`src/rtl/modport_counter_pkg.sv`:
```
// modport_counter_pkg: shared width, count type, direction encoding and count limits
package modport_counter_pkg;
  localparam int COUNT_W = 4;
  typedef logic [COUNT_W-1:0] count_t;
  typedef enum logic {DIR_DOWN = 1'b0, DIR_UP = 1'b1} dir_e;
  localparam count_t COUNT_MAX = '1;
  localparam count_t COUNT_MIN = '0;
endpackage

```
`src/rtl/modport_counter_next.sv`:
```
// modport_counter_next: next-count logic; MODPORT_COUNTER_SATURATE_EN makes counting saturate instead of wrap
module modport_counter_next
  import modport_counter_pkg::*;
#(
  parameter int WIDTH = COUNT_W
) (
  input  logic [WIDTH-1:0] count,
  input  logic             load,
  input  logic             updown,
  input  logic [WIDTH-1:0] data,
  output logic [WIDTH-1:0] count_next
);
  logic             up;
  logic [WIDTH-1:0] stepped;
  assign up      = (updown == DIR_UP);
  assign stepped = up ? count + WIDTH'(1) : count - WIDTH'(1);
`ifdef MODPORT_COUNTER_SATURATE_EN
  logic at_limit;
  assign at_limit   = up ? (count == {WIDTH{1'b1}}) : (count == {WIDTH{1'b0}});
  assign count_next = load ? data : at_limit ? count : stepped;
`else
  assign count_next = load ? data : stepped;
`endif
endmodule

```
`src/rtl/modport_counter.sv`:
```
// modport_counter: loadable up/down counter register with sync active-low reset; saturates under MODPORT_COUNTER_SATURATE_EN
module modport_counter
  import modport_counter_pkg::*;
#(
  parameter int WIDTH = COUNT_W
) (
  input  logic             clk,
  input  logic             rst,
  input  logic             load,
  input  logic             updown,
  input  logic [WIDTH-1:0] data,
  output logic [WIDTH-1:0] data_out
);
  logic [WIDTH-1:0] count;
  logic [WIDTH-1:0] count_next;
  modport_counter_next #(.WIDTH(WIDTH)) u_next (
    .count      (count),
    .load       (load),
    .updown     (updown),
    .data       (data),
    .count_next (count_next)
  );
  always_ff @(posedge clk) begin
    if (!rst) count <= '0;
    else count <= count_next;
  end
  assign data_out = count;
endmodule

```
`config.mk`:
```
export PLATFORM = sky130hd
export DESIGN_NAME = modport_counter
export DESIGN_NICKNAME = d
export VERILOG_FILES = /design/src/rtl/modport_counter_pkg.sv /design/src/rtl/modport_counter_next.sv /design/src/rtl/modport_counter.sv
export SDC_FILE = /design/constraint.sdc
export NUM_CORES = 1
export LEC_CHECK = 0
export CAP_MARGIN = 40
export CORE_AREA = 2 2 39 41
export CTS_BUF_LIST = sky130_fd_sc_hd__clkbuf_16
export CTS_CLUSTER_SIZE = 24
export DETAILED_ROUTE_END_ITERATION = 8
export DIE_AREA = 0 0 41 43
export PLACE_DENSITY = 0.5
export SLEW_MARGIN = 30
export SYNTH_ARGS = -nofsm -noshare
export SYNTH_HDL_FRONTEND = slang
export SYNTH_SLANG_ARGS = --single-unit
export TNS_END_PERCENT = 20
```
`constraint.sdc`:
```
create_clock -name clk -period 1.87 [get_ports clk]
set_input_delay 0.374 -clock clk [delete_from_list [all_inputs] [get_ports clk]]
set_output_delay 0.374 -clock clk [all_outputs]
set_load 0.01 [all_outputs]
```
* After elaboration in Yosys (flattened, before gate mapping)
Cells that the tools add are included.
Operators by class: add/sub/neg operators 2, multiplexer cells 2
Operators with widths (number):
- $mux W4 | 2
- $add A4 B1 Y4 const B | 1
- $sub A4 B1 Y4 const B | 1
Storage, ports and cells: output and inout port bits 4, input bits 8, register bits after elaboration 4, logic and storage cells 5

* Longest topological paths before layout
depth after elaboration 3, mapped depth 5, mapped depth without buffers 5

* By module
A second synthesis with hierarchy kept.
Second synthesis, totals: cell total of the unflattened synthesis 25, area total of the unflattened synthesis 239.0 um2
Modules (own cells, without submodules):
- modport_counter_next | seq. area each 0.0 um2, area each 133.9 um2, cells each 17, instances 1
- modport_counter | seq. area each 80.1 um2, area each 105.1 um2, cells each 8, instances 1

* Least setup slack after synthesis
Ideal clock, no wire load.
path type input to register, start point in updown, end point reg count[3] (netlist: data_out[3]), data required time 1.748 ns, arrival 1.315 ns, path buffers 0, cell stages on the path 5, setup slack 0.433 ns, setup time 0.122 ns, cells stage by stage inv_1 -> ha_1 -> a21oi_1 -> a2111oi_2 -> a311o_1
On the way: word-level cells in the longest chain between the ends 2
RTL lines:
- start, declared | RTL line modport_counter.sv:10 | input logic updown,
- $mux W4 | RTL line modport_counter_next.sv:16 | assign stepped = up ? count + WIDTH'(1) : count - WIDTH'(1);
- $mux W4 | RTL line modport_counter_next.sv:22 | assign count_next = load ? data : stepped;
- end signal, assigned | RTL line modport_counter.sv:25 | else count <= count_next;
- end, declared | RTL line modport_counter.sv:14 | logic [WIDTH-1:0] count;
No other way between the ends. A chain may end at the register's enable or synchronous reset.

* Final worst setup path
Same ends and word-level chain as after synthesis.

==> results.yml <==
synth:
  synth-xor-area-share: 0.0711
  syn-mean-instance-area_um2: 9.86
  ys_ff_latch: 4
  yosysWarnings: 0
  synth-edff-count: 0
  ys_seq_area_frac: 0.325
  synth_common_cells: "dfxtp_1 (4), nor2_1 (4), a21oi_1 (2), ha_1 (2), mux2i_1 (2)"
  synth.distinct_cells: 16
  synth_area_leaders: "dfxtp_1 (32%), ha_1 (10%), fa_1 (8.1%)"
  synth-compound-area-share: 0.142
  muxShareOfSynthArea: 0.0812
  synthAdderAreaFrac: 0.183
  synth_fp_nets: 36
  synth_top_family_by_area: "adder cells"
  async_reset_ff_frac: 0
  synth_area_um2: 246
  synth_top_area_frac: 0.325
  synth-simple-area-share: 0.137
  syn_inst: 25
  yosys_most_used_dff: "dfxtp_1"
  yosys.area.top_type: "dfxtp_1"
global_route:
  overflow: 0
  grt_pass1_wl_um: 959
  grtUsageTotal: 0.0884
  grt_max_degree: 8
  grt_pass1_vias: 231
  antenna_found_initial: 0
sta:
  finalCritPeriodShare: 0.917
  fmax_ghz: 0.583
  whs_ns: 0.596
  clock_skew_ns: 0.000864
  setup_violations: 0
  rsz0062_at_grt: "no"
  report.final.slew_viol_count: 0
  setup_slack_ns: 0.155
  tightestPinTransition_ns: 0.322
  fin_crit_ns: 1.72
  hold_viol: 0
  setup_tns_ns: 0
  slew_headroom: 0.784
power:
  power.density_mw_per_mm2: 1130
  p_leak_nw: 0.201
  peakVddDrop_mv: 0.478
die:
  initial_core_util: 0.178
  ios: 12
  die-area_mm2: 0.00176
  die_width_um: 41
  rows: 14
  core_area_mm2: 0.00138
  die_y_um: 43
clocking:
  post-cts-setup-buffers: 0
  clock-sinks: 4
  clkTransAtPathRegs_ns: 0.03
  postCtsHoldBufs: 0
  htreeDepth: 1
  cts_tree: "yes"
  clockRootBuffer: "clkbuf_16"
  cts_resized: 0
  cts_buffers: 3
  clock_path_buffers: 2
  clkLatencyLatePin_ns: 0.22
hold_path:
  hp-class: "flop to flop"
  min_from: "data_out[0]"
  hold_depth: 3
placed_design:
  place_area_um2: 392
  dp_hpwl_um: 445
  gp_congestion: 0.649
  post-place-ws_ns: -0.0829
  port_buffers: 11
critical_path:
  crit_path_end_kind: "flop"
  rr_worst_depth: 4
  startpoint: "updown"
  rr_startpoint: "data_out[2]"
  worstPathRequired_ns: 1.98
  r2r_slack_ns: 0.55
  path_class: "input port to flop"
  startpoint_type: "input port"
  critPathMaxFanout: 3
  critical_path_arrival_ns: 1.82
routing:
  wl_per_cell_um: 10.1
  ant_nets: 0
  drc: 0
  drt_wl_total_um: 573
  drtPass1Iterations: 2
  drt-initial-drc-count: 1
  vias: 236
  viasPerCell: 4.14
final_layout:
  drive_gt1_frac: 0.195
  area_growth_syn_to_layout_pct: 89.3
  largest_reg_flops: 4
  diodes: 0
  num-nets-final: 54
  fin_util: 0.337
  fin_area_um2: 467
run_status:
  outcome: "finished, final reports clean"
run:
  maxCapViolations: 0
==> report_power, final <==
| group | leakage, nW | internal (mW) | total (mW) | switching, mW |
|---|---|---|---|---|
| logic | 0.131 | 0.0576 | 0.0950 | 0.0373 |
| registers | 0.0333 | 0.0957 | 0.104 | 0.00794 |
| clock network | 0.0370 | 0.273 | 0.330 | 0.0574 |
| total | 0.201 | 0.426 | 0.529 | 0.103 |
==> logic make-up after synthesis <==
kind of cell,after synthesis
mux,2
buf+inv,3
flops,4
compound gates,4
xor+xnor,2
fa+ha+maj,3
simple gates,7
==> area by class of cell <==
| class | count | area (um2) |
|---|---|---|
| inverters | 2 | 7.51 |
| well taps | 16 | 20.0 |
| fillers | 152 | 917 |
| multi-input cells | 18 | 151 |
| clock buffers | 3 | 75.1 |
| flip-flops and latches | 4 | 80.1 |
| repair buffers | 14 | 133 |
==> through the flow <==
step                total power [mW]  std cells
detailed placement             0.200         54
global placement               0.200         54
finish                         0.529         57
floorplan                      0.151         25
CTS                            0.540         57
global route                   0.554         57
==> worst max-delay path: stages <==
cell and delay (ns):
clkdlybuf4s50_1 0.48, inv_1 0.06, ha_1 0.32, a21oi_1 0.22, a2111oi_2 0.10, a311o_1 0.27
==> cells in the final DEF, fill, tap and decap left out <==
master	synthesis	routed
a2111oi_2	1	1
a21oi_1	2	2
a311o_1	1	1
and3_1	1	1
buf_4	1	3
clkbuf_16	0	3
clkdlybuf4s50_1	0	11
dfxtp_1	4	4
fa_1	1	1
ha_1	2	2
inv_1	1	1
inv_2	1	1
mux2i_1	2	2
nand3_1	1	1
nor2_1	4	4
nor3b_1	1	1
xnor2_1	1	1
xor2_1	1	1
==> layer usage <==
layer | vias to the layer above | part of all wire | GRT usage
met5 | - | 0 | 0
met4 | 0 | 0 | 0.0800
met3 | 0 | 0.024 | 0.0471
met2 | 4 | 0.49 | 0.100
met1 | 112 | 0.49 | 0.113
li1 | 120 | - | -
==> path summary, 6_finish.rpt <==
path | to
max | data_out[3]
min | data_out[0]
max reg2reg | data_out[3]
min reg2reg | data_out[0]
Power figures use the tool's default switching activity.
